`config.mk`:
```
export PLATFORM = sky130hd
export DESIGN_NAME = aes_load_ctrl
export DESIGN_NICKNAME = d
export VERILOG_FILES = /design/src/rtl/aes_pkg.sv /design/src/rtl/aes_byte_serializer.sv /design/src/rtl/aes_load_ctrl.sv
export SDC_FILE = /design/constraint.sdc
export NUM_CORES = 1
export LEC_CHECK = 0
export CORE_UTILIZATION = 25
export DETAILED_ROUTE_END_ITERATION = 16
export PLACE_DENSITY_LB_ADDON = 0.12
export SLEW_MARGIN = 30
export SYNTH_ARGS = -nofsm -noshare
export SYNTH_HDL_FRONTEND = slang
export SYNTH_SLANG_ARGS = --single-unit
```
`constraint.sdc`:
```
create_clock -name clk -period 2.26 [get_ports clk]
set_clock_uncertainty 0.2 [all_clocks]
set_input_delay 0.452 -clock clk [delete_from_list [all_inputs] [get_ports clk]]
set_output_delay 0.452 -clock clk [all_outputs]
set_load 0.01 [all_outputs]
```
`src/rtl/aes_pkg.sv`:
```
// Shared types and constants for the AES load controller slice.
// Optional feature macro used by the controller: AES_KEY_REUSE_EN.
package aes_pkg;

    typedef enum logic [2:0] {
        ST_IDLE  = 3'd0,
        ST_KEY   = 3'd1,
        ST_BLK   = 3'd2,
        ST_START = 3'd3,
        ST_WAIT  = 3'd4,
        ST_OUT   = 3'd5
    } aes_ctrl_state_t;

    localparam int AES_KEY_BYTES        = 32;
    localparam int AES_BLK_BYTES        = 16;
    localparam int AES_CMD_LOAD_KEY_BIT = 0;

    // Counter values of the final byte in the KEY and BLK phases.
    localparam logic [4:0] KEY_LAST_CNT = 5'(AES_KEY_BYTES - 1);
    localparam logic [4:0] BLK_LAST_CNT = 5'(AES_BLK_BYTES - 1);

endpackage

```
`src/rtl/aes_byte_serializer.sv`:
```
// Loads a 128-bit word and emits it MSB byte first over a valid/ready port.
// done_o pulses together with the 16th accepted byte.
module aes_byte_serializer
    import aes_pkg::*;
(
    input  logic         clk,
    input  logic         rst_n,
    input  logic         load_i,
    input  logic [127:0] load_data_i,
    output logic [7:0]   out_data_o,
    output logic         out_valid_o,
    input  logic         out_ready_i,
    output logic         done_o
);

    localparam logic [3:0] SER_LAST = 4'(AES_BLK_BYTES - 1);

    logic [127:0] sreg_q, sreg_d;
    logic [3:0]   cnt_q, cnt_d;
    logic         vld_q, vld_d;
    logic         xfer;

    assign xfer        = vld_q & out_ready_i;
    assign done_o      = xfer & (cnt_q == SER_LAST);
    assign out_data_o  = sreg_q[127:120];
    assign out_valid_o = vld_q;

    // Next state: load wins, otherwise shift one byte per handshake.
    always_comb begin
        sreg_d = sreg_q;
        cnt_d  = cnt_q;
        vld_d  = vld_q;
        if (load_i) begin
            sreg_d = load_data_i;
            cnt_d  = 4'd0;
            vld_d  = 1'b1;
        end else if (xfer) begin
            sreg_d = {sreg_q[119:0], 8'h00};
            cnt_d  = cnt_q + 4'd1;
            if (cnt_q == SER_LAST) begin
                vld_d = 1'b0;
            end
        end
    end

    // Shift register, byte counter and valid flag.
    always_ff @(posedge clk or negedge rst_n) begin
        if (!rst_n) begin
            sreg_q <= '0;
            cnt_q  <= '0;
            vld_q  <= 1'b0;
        end else begin
            sreg_q <= sreg_d;
            cnt_q  <= cnt_d;
            vld_q  <= vld_d;
        end
    end

endmodule

```
`src/rtl/aes_load_ctrl.sv`:
```
// Byte-stream sequencer between the host byte port and the AES-256 core:
// command byte, optional 32-byte key load, 16-byte block, core run, result out.
// Optional feature macro: AES_KEY_REUSE_EN (command bit0 = 0 reuses a stored key).
module aes_load_ctrl
    import aes_pkg::*;
(
    input  logic         clk,
    input  logic         rst_n,
    input  logic [7:0]   in_data,
    input  logic         in_valid,
    output logic         in_ready,
    output logic [7:0]   out_data,
    output logic         out_valid,
    input  logic         out_ready,
    output logic [7:0]   key_byte,
    output logic         key_valid,
    output logic [5:0]   key_byte_idx,
    output logic         key_last,
    input  logic         key_ready,
    output logic [127:0] core_block,
    output logic         core_start,
    input  logic         core_done,
    input  logic [127:0] core_result,
    output logic         busy
);

    aes_ctrl_state_t state_q, state_d;
    logic [4:0]      cnt_q, cnt_d;
    logic [7:0]      key_byte_q, key_byte_d;
    logic [5:0]      key_idx_q, key_idx_d;
    logic            key_valid_q, key_valid_d;
    logic            key_last_q, key_last_d;
    logic [127:0]    core_block_q, core_block_d;
    logic            in_xfer;
    logic            go_key;
    logic            ser_load;
    logic            ser_done;

    assign in_xfer = in_valid & in_ready;

`ifdef AES_KEY_REUSE_EN
    // A stored key is reused only when the host asks for it and one exists.
    assign go_key = in_data[AES_CMD_LOAD_KEY_BIT] | ~key_ready;
`else
    // Every transaction reloads the key; key_ready has no role here.
    logic unused_key_ready;
    assign unused_key_ready = key_ready;
    assign go_key           = 1'b1;
`endif

    // State register.
    always_ff @(posedge clk or negedge rst_n) begin
        if (!rst_n) begin
            state_q <= ST_IDLE;
        end else begin
            state_q <= state_d;
        end
    end

    // Next-state and byte-counter logic; the counter is cleared on each phase entry.
    always_comb begin
        state_d = state_q;
        cnt_d   = cnt_q;
        case (state_q)
            ST_IDLE: begin
                if (in_xfer) begin
                    state_d = go_key ? ST_KEY : ST_BLK;
                    cnt_d   = 5'd0;
                end
            end
            ST_KEY: begin
                if (in_xfer) begin
                    if (cnt_q == KEY_LAST_CNT) begin
                        state_d = ST_BLK;
                        cnt_d   = 5'd0;
                    end else begin
                        cnt_d = cnt_q + 5'd1;
                    end
                end
            end
            ST_BLK: begin
                if (in_xfer) begin
                    if (cnt_q == BLK_LAST_CNT) begin
                        state_d = ST_START;
                        cnt_d   = 5'd0;
                    end else begin
                        cnt_d = cnt_q + 5'd1;
                    end
                end
            end
            ST_START: state_d = ST_WAIT;
            ST_WAIT: begin
                if (core_done) begin
                    state_d = ST_OUT;
                end
            end
            ST_OUT: begin
                if (ser_done) begin
                    state_d = ST_IDLE;
                end
            end
            default: state_d = ST_IDLE;
        endcase
    end

    // Moore outputs decoded from the current state.
    always_comb begin
        in_ready   = 1'b0;
        core_start = 1'b0;
        busy       = (state_q != ST_IDLE);
        case (state_q)
            ST_IDLE, ST_KEY, ST_BLK: in_ready   = 1'b1;
            ST_START:                core_start = 1'b1;
            default:                 ;
        endcase
    end

    // Byte counter register.
    always_ff @(posedge clk or negedge rst_n) begin
        if (!rst_n) begin
            cnt_q <= '0;
        end else begin
            cnt_q <= cnt_d;
        end
    end

    // Key strobe next state: one pulse per accepted key byte, index is 1-based.
    always_comb begin
        key_valid_d = 1'b0;
        key_last_d  = 1'b0;
        key_byte_d  = key_byte_q;
        key_idx_d   = key_idx_q;
        if ((state_q == ST_KEY) && in_xfer) begin
            key_valid_d = 1'b1;
            key_byte_d  = in_data;
            key_idx_d   = {1'b0, cnt_q} + 6'd1;
            key_last_d  = (cnt_q == KEY_LAST_CNT);
        end
    end

    // Key strobe registers.
    always_ff @(posedge clk or negedge rst_n) begin
        if (!rst_n) begin
            key_valid_q <= 1'b0;
            key_last_q  <= 1'b0;
            key_byte_q  <= '0;
            key_idx_q   <= '0;
        end else begin
            key_valid_q <= key_valid_d;
            key_last_q  <= key_last_d;
            key_byte_q  <= key_byte_d;
            key_idx_q   <= key_idx_d;
        end
    end

    // Block assembly: byte n lands at [127-8n -: 8], i.e. slot (15-n) counted from the LSB.
    always_comb begin
        core_block_d = core_block_q;
        if ((state_q == ST_BLK) && in_xfer) begin
            core_block_d[{~cnt_q[3:0], 3'b000} +: 8] = in_data;
        end
    end

    // Block register; only written in BLK so it is stable through START/WAIT/OUT.
    always_ff @(posedge clk or negedge rst_n) begin
        if (!rst_n) begin
            core_block_q <= '0;
        end else begin
            core_block_q <= core_block_d;
        end
    end

    // A core_done outside WAIT never reaches the serializer.
    assign ser_load = (state_q == ST_WAIT) & core_done;

    aes_byte_serializer u_ser (
        .clk         (clk),
        .rst_n       (rst_n),
        .load_i      (ser_load),
        .load_data_i (core_result),
        .out_data_o  (out_data),
        .out_valid_o (out_valid),
        .out_ready_i (out_ready),
        .done_o      (ser_done)
    );

    assign key_byte     = key_byte_q;
    assign key_valid    = key_valid_q;
    assign key_byte_idx = key_idx_q;
    assign key_last     = key_last_q;
    assign core_block   = core_block_q;

endmodule

```
==> results of run 1 <==
[logic make-up (layout without fill, tap and decap cells)]
| kind of cell | count (synthesis) | in the layout | synth area share [%] |
|---|---|---|---|
| xor gates and xnor gates | 4 | 4 | 0.436 |
| DFF | 285 | 285 | 57.8 |
| buffers and inverters | 79 | 448 | 3.32 |
| AOI/OAI and AO/OA | 159 | 159 | 6.76 |
| adders and majority gates | 8 | 8 | 0.812 |
| muxes | 248 | 248 | 21.4 |
| and+or+nand+nor | 256 | 256 | 9.40 |
[flip-flops by register name (all words and copies together) (netlist names)]
name               flops
u_ser.sreg_q         128
u_ser.out_valid_o      1
state_q                3
key_byte               8
core_block           128
u_ser.cnt_q            4
cnt_q                  5
key_byte_idx           6
key_valid              1
key_last               1
[cell type report]
class                      count  area share (%)
clock inverter                12           0.815
timing repair buffer         376            21.6
multi-input combinational    675            27.0
inverter                       8           0.188
sequential                   285            39.7
clock buffer                  52            6.04
tap                          664            4.63
[worst min-delay path by stage]
stage	from	cells after the start	end	slack [ps]
2_1_floorplan	rst_n	0	cnt_q[0]	-40
3_3_place_gp	rst_n	1	u_ser.sreg_q[127]	210
3_5_place_dp	rst_n	1	u_ser.sreg_q[127]	220
4_1_cts	rst_n	2	u_ser.sreg_q[127]	230
5_1_grt	rst_n	2	u_ser.sreg_q[127]	240
6_report	rst_n	2	u_ser.sreg_q[127]	230
[metal layers]
metal / global-route usage (%) / vias up / part of all wire (%)
met4: 3.80 / 0 / 1.7
met1: 19.7 / 4387 / 45
met2: 24.4 / 193 / 48
met3: 3.70 / 46 / 5.4
met5: 0 / - / 0
li1: - / 4258 / -
[per-stage QoR]
stage	std cells	total power, mW	hold WS [ps]
2_1_floorplan	1039	9.40	-43.6
3_3_place_gp	2007	11.4	214
3_5_place_dp	2007	11.5	218
4_1_cts	2072	17.6	233
5_1_grt	2072	18.5	241
6_report	2072	17.4	233
[what timing repair did]
action                                  in CTS  in global routing
endpoints found under the setup margin      52                 73
resized for setup                           12                 14
hold buffers                                 1                  0
pin swaps                                    0                  1
hold endpoints to repair                    42                  0
buffers inserted                             0                  0
[report_power, final]
| group | switching, mW | internal (mW) | leakage [nW] |
|---|---|---|---|
| registers | 0.724 | 6.20 | 3.83 |
| clock network | 2.25 | 3.68 | 0.611 |
| logic | 2.30 | 2.21 | 3.61 |
[worst max-delay path, delay by kind of cell, from the launching register on]
| kind | cells | cell delay [ps] |
|---|---|---|
| and+or+nand+nor | 2 | 300 |
| AOI/OAI and AO/OA | 1 | 180 |
| muxes | 1 | 330 |
| adders and majority gates | 1 | 240 |
| buffers and inverters | 3 | 450 |
| DFF | 1 | 360 |
[cells in the final DEF, fill, tap and decap left out, types with 7 or more instances in the layout]
cell type,Yosys,routed
and2_1,10,9
and3_1,8,8
buf_12,0,25
buf_4,20,54
clkbuf_1,31,7
clkbuf_16,0,39
clkdlybuf4s50_1,0,292
dfrtp_1,285,283
mux2_2,126,126
mux2i_1,120,120
nand2_1,186,185
nor2_1,19,17
o21ai_0,143,140
==> metrics.txt, run 1 <==
crit-path max cell delay=360 ps; multi-input combinational cell area=0.00485 mm2; Global Route Usage Sum=14.9%; Worst setup SP type=flop; CP endpoint=core_block[32]; # diodes=0; Die ar.=0.0502 mm2; Area Growth Syn to Fin=45.6%; number of synthesis warnings=0; Synth top area share=57.8%; Setup Viol. Count Final=0; worst slew pin tran=450 ps; row cnt=81; Most used DFF post-synth=dfrtp_1; IO Count=298; Synth area leaders=dfrtp_1 (58%), mux2_2 (12%), mux2i_1 (9.7%); cell mode on critical path=buf_4; Setup crit start=cnt_q[0]; global route overflow=0; Num CTS Buffers=37; most frequent cells after synthesis=dfrtp_1 (285), nand2_1 (186), o21ai_0 (143); #FFs+latches synth=285; synth unique cells=42; initial antenna violation count=0; RSZ-0062 raised after global routing=true; fin worst setup slack=77.1 ps; vias per std cell=4.29; CP max FO=8; wire length per cell=17.7 um; Static Leakage=8.05 nW; clock buffer depth=3; largest net degree at the start of global routing=51; vias in the first global route=9399; top-count cell post-synth=dfrtp_1; fin crit share=96.6%; Die H=224 um; via count=8884; Pins Over Slew Limit=0; core area=0.0487 mm2; post-detail-place hpwl=27000 um; CTS sink cnt=285; outcome=finished, final reports clean; H-tree Lvls=2; Placed Area=0.0167 mm2; final RePlAce weighted congestion=0.760; drt pass-1 iters=4; r2r setup slk=80 ps; worst vdd ir=461 uV; Filler cells=4834; Starting Density=25.3%; IO Port Bufs=296; Setup crit end kind=flop; Post-synth EDFFs=0; initial detailed-routing violation count=430; Final Hold Vio Count=0; Post-layout nets=1533; syn nets=1189; synthesized area per cell=11.9 um2; critical path, cell by cell=ha_2 -> nand2b_1 -> buf_4 -> a21boi_2 -> buf_4 -> nor3_4 -> buf_12 -> mux2_2; antenna viol nets, final=0; critical setup path kind=flop to flop; sequential area share after synthesis=57.8%; clk root buf=clkbuf_16; Post-synth ARST share=100%; Post-Syn Instances=1039; worst r2r dst=core_block[32]; Slew HR=70.0%; Final min period=2180 ps; clock transition at the registers of the reported paths=60 ps; Slowest-stage cell, CP=dfrtp_1; Post-route DRC=0; mapped cell area=0.0123 mm2; Die W=224 um; CP Data Arrival Time=2400 ps; setup slack after placement=-269 ps; overall routed net length=36700 um; post-route cell area=0.0180 mm2; Worst Path Required=2480 ps; worst skew pair latency=540 ps; sequential cell area=0.00713 mm2; Critical R2R Launch=cnt_q[0]; Power Dens Cells=967 mW/mm2; fraction of layout cells with a size suffix above 1=21.2%; Fmax=458 MHz; post-layout util=36.8%; largest area contributor in the netlist=dfrtp_1; TNS Setup=0 ps; first-pass GRT wire length=57300 um; TritonCTS clock tree=built; reg2reg path depth=8; Worst Hold Class=input pin to asynchronous set/reset pin; max-cap viol count=0
Power figures use the tool's default switching activity.
==> run 2: changes to the inputs <==
--- a/config.mk
+++ b/config.mk
@@ -7,6 +7,7 @@
 export LEC_CHECK = 0
 export CORE_UTILIZATION = 25
 export DETAILED_ROUTE_END_ITERATION = 16
+export MAX_ROUTING_LAYER = met4
 export PLACE_DENSITY_LB_ADDON = 0.12
 export SLEW_MARGIN = 30
 export SYNTH_ARGS = -nofsm -noshare
==> run 2 against run 1 <==
Sequential share of layout area unchanged. Largest power group unchanged. Highest routed layer unchanged. Hold slack improved by 2.0 ps. First-iteration DRC count is 7.0% higher. Final cell count did not move. Global-route usage rose by 0.45 points. Utilization unchanged. Worst setup slack got worse by 2.0 ps.
==> metrics.txt, run 2 (synthesis gave the netlist of run 1 again) <==
outcome=finished, final reports clean (unchanged); crit-path max cell delay=360 ps (about the same); Fmax=458 MHz (about the same); Worst Hold Class=input pin to asynchronous set/reset pin (unchanged); Final Hold Vio Count=0 (unchanged); Num CTS Buffers=37 (unchanged); antenna viol nets, final=0 (unchanged); Post-layout nets=1533 (unchanged); critical setup path kind=flop to flop (unchanged); Final min period=2180 ps (about the same); Filler cells=4834 (unchanged); final RePlAce weighted congestion=0.770 (was 0.760); Setup Viol. Count Final=0 (unchanged); TritonCTS clock tree=built (unchanged); commonest cells after routing, fill and taps aside=clkdlybuf4s50_1 (292), dfrtp_1 (283), nand2_1 (185) (unchanged); drt pass-1 iters=4 (unchanged); Setup crit end kind=flop (unchanged); Post-route DRC=0 (unchanged); initial antenna violation count=0 (unchanged); first-pass GRT wire length=57300 um (about the same); CP max FO=8 (unchanged); Die ar.=0.0502 mm2 (unchanged); Worst Path Required=2480 ps (about the same); initial detailed-routing violation count=460 (was 430); vias in the first global route=9428 (was 9399); commonest non-fill, non-tap cell in the layout=clkdlybuf4s50_1 (unchanged); critical path, cell by cell=ha_2 -> nand2b_1 -> buf_4 -> a21boi_2 -> buf_4 -> nor3_4 -> buf_12 -> mux2_2 (unchanged); global route overflow=0 (unchanged); Pins Over Slew Limit=0 (unchanged); vias per std cell=4.29 (about the same); worst slew pin tran=449 ps (was 450 ps); via count=8889 (was 8884); fraction of layout cells with a size suffix above 1=21.2% (unchanged); setup slack after placement=-269 ps (unchanged); CP Data Arrival Time=2400 ps (about the same); worst skew pair latency=540 ps (about the same); largest net degree at the start of global routing=51 (unchanged); fin worst setup slack=75.1 ps (was 77.1 ps); CTS sink cnt=285 (unchanged); core area=0.0487 mm2 (unchanged); cell mode on critical path=buf_4 (unchanged); max-cap viol count=0 (unchanged); Power Dens Cells=967 mW/mm2 (about the same); multi-input combinational cell area=0.00485 mm2 (unchanged); worst vdd ir=460 uV (was 461 uV); clock transition at the registers of the reported paths=60 ps (about the same); Die H=224 um (unchanged); row cnt=81 (unchanged); Global Route Usage Sum=15.4% (was 14.9%); overall routed net length=36600 um (was 36700 um); Slew HR=70.1% (was 70.0%); Die W=224 um (unchanged); post-layout util=36.8% (unchanged); clock buffer depth=3 (unchanged); post-detail-place hpwl=27000 um (unchanged); clk root buf=clkbuf_16 (unchanged); sequential cell area=0.00713 mm2 (unchanged); wire length per cell=17.7 um (about the same); fin crit share=96.7% (was 96.6%); Slowest-stage cell, CP=dfrtp_1 (unchanged); Static Leakage=8.05 nW (unchanged); Area Growth Syn to Fin=45.6% (unchanged); Starting Density=25.3% (unchanged); IO Count=298 (unchanged); RSZ-0062 raised after global routing=true (unchanged); Worst setup SP type=flop (unchanged); IO Port Bufs=296 (unchanged); # diodes=0 (unchanged); H-tree Lvls=2 (unchanged); worst hold margin=235 ps (was 233 ps); Post-CTS Setup Bufs=0 (unchanged)
==> run 2: cell counts in the layout (fill, tap and decap cells not counted) <==
Identical to the previous run, type by type.
==> run 2: layer usage <==
metal,track usage (%),up-vias,share of wire [%]
met1,19.7,4385,45
li1,-,4259,-
met5,-,-,0
met2,24.4,200,48
met3,3.59,45,5.2
met4,3.80,0,1.7
==> run 2: area by class of cell <==
type	count	area share, %
clock buffer	52	6.04
timing repair buffer	376	21.6
clock inverter	12	0.815
sequential	285	39.7
tap	664	4.63
multi-input combinational	675	27.0
inverter	8	0.188
==> run 2: power by group <==
part	internal (mW)	switching, mW
Sequential	6.20	0.726
Combinational	2.21	2.29
Clock	3.68	2.25
Total	12.1	5.27
==> run 2: path summary, 6_finish.rpt <==
| kind | startpoint | to | slack [ps] | cells after the start |
|---|---|---|---|---|
| min reg2reg | key_byte_idx[5] | key_byte_idx[5] | 280 | 2 |
| max reg2reg | cnt_q[0] | core_block[32] | 80 | 8 |
| min | rst_n | u_ser.sreg_q[127] | 230 | 2 |
| max | cnt_q[0] | core_block[32] | 80 | 8 |
| min in group clk | core_result[13] | u_ser.sreg_q[13] | 270 | 3 |
| max in group asynchronous | rst_n | u_ser.sreg_q[50] | 950 | 3 |
==> run 2: stage by stage <==
stage	std cells	area [um2]	power, mW	setup TNS [ps]
4_1_cts	2072	17900	17.6	-260
3_5_place_dp	2007	16700	11.5	-21130
3_3_place_gp	2007	16700	11.4	-17750
2_1_floorplan	1039	12300	9.40	0
6_report	2072	18000	17.4	0
5_1_grt	2072	18000	18.5	-79.3
==> run 2: critical path: cells and delay by family, from the launching register on <==
| kind | cells | cell delay [ps] |
|---|---|---|
| AO/OA/AOI/OAI | 1 | 170 |
| multiplexers | 1 | 330 |
| flip-flops | 1 | 360 |
| AND/OR/NAND/NOR | 2 | 300 |
| buffers and inverters | 3 | 450 |
| adder cells (fa/ha/maj) | 1 | 240 |
==> run 2: what timing repair did <==
item | CTS | global route
resized for setup | 12 | 14
hold buffers | 1 | 0
setup endpoints to repair | 52 | 73
hold endpoints to repair | 42 | 0
pin swaps | 0 | 1
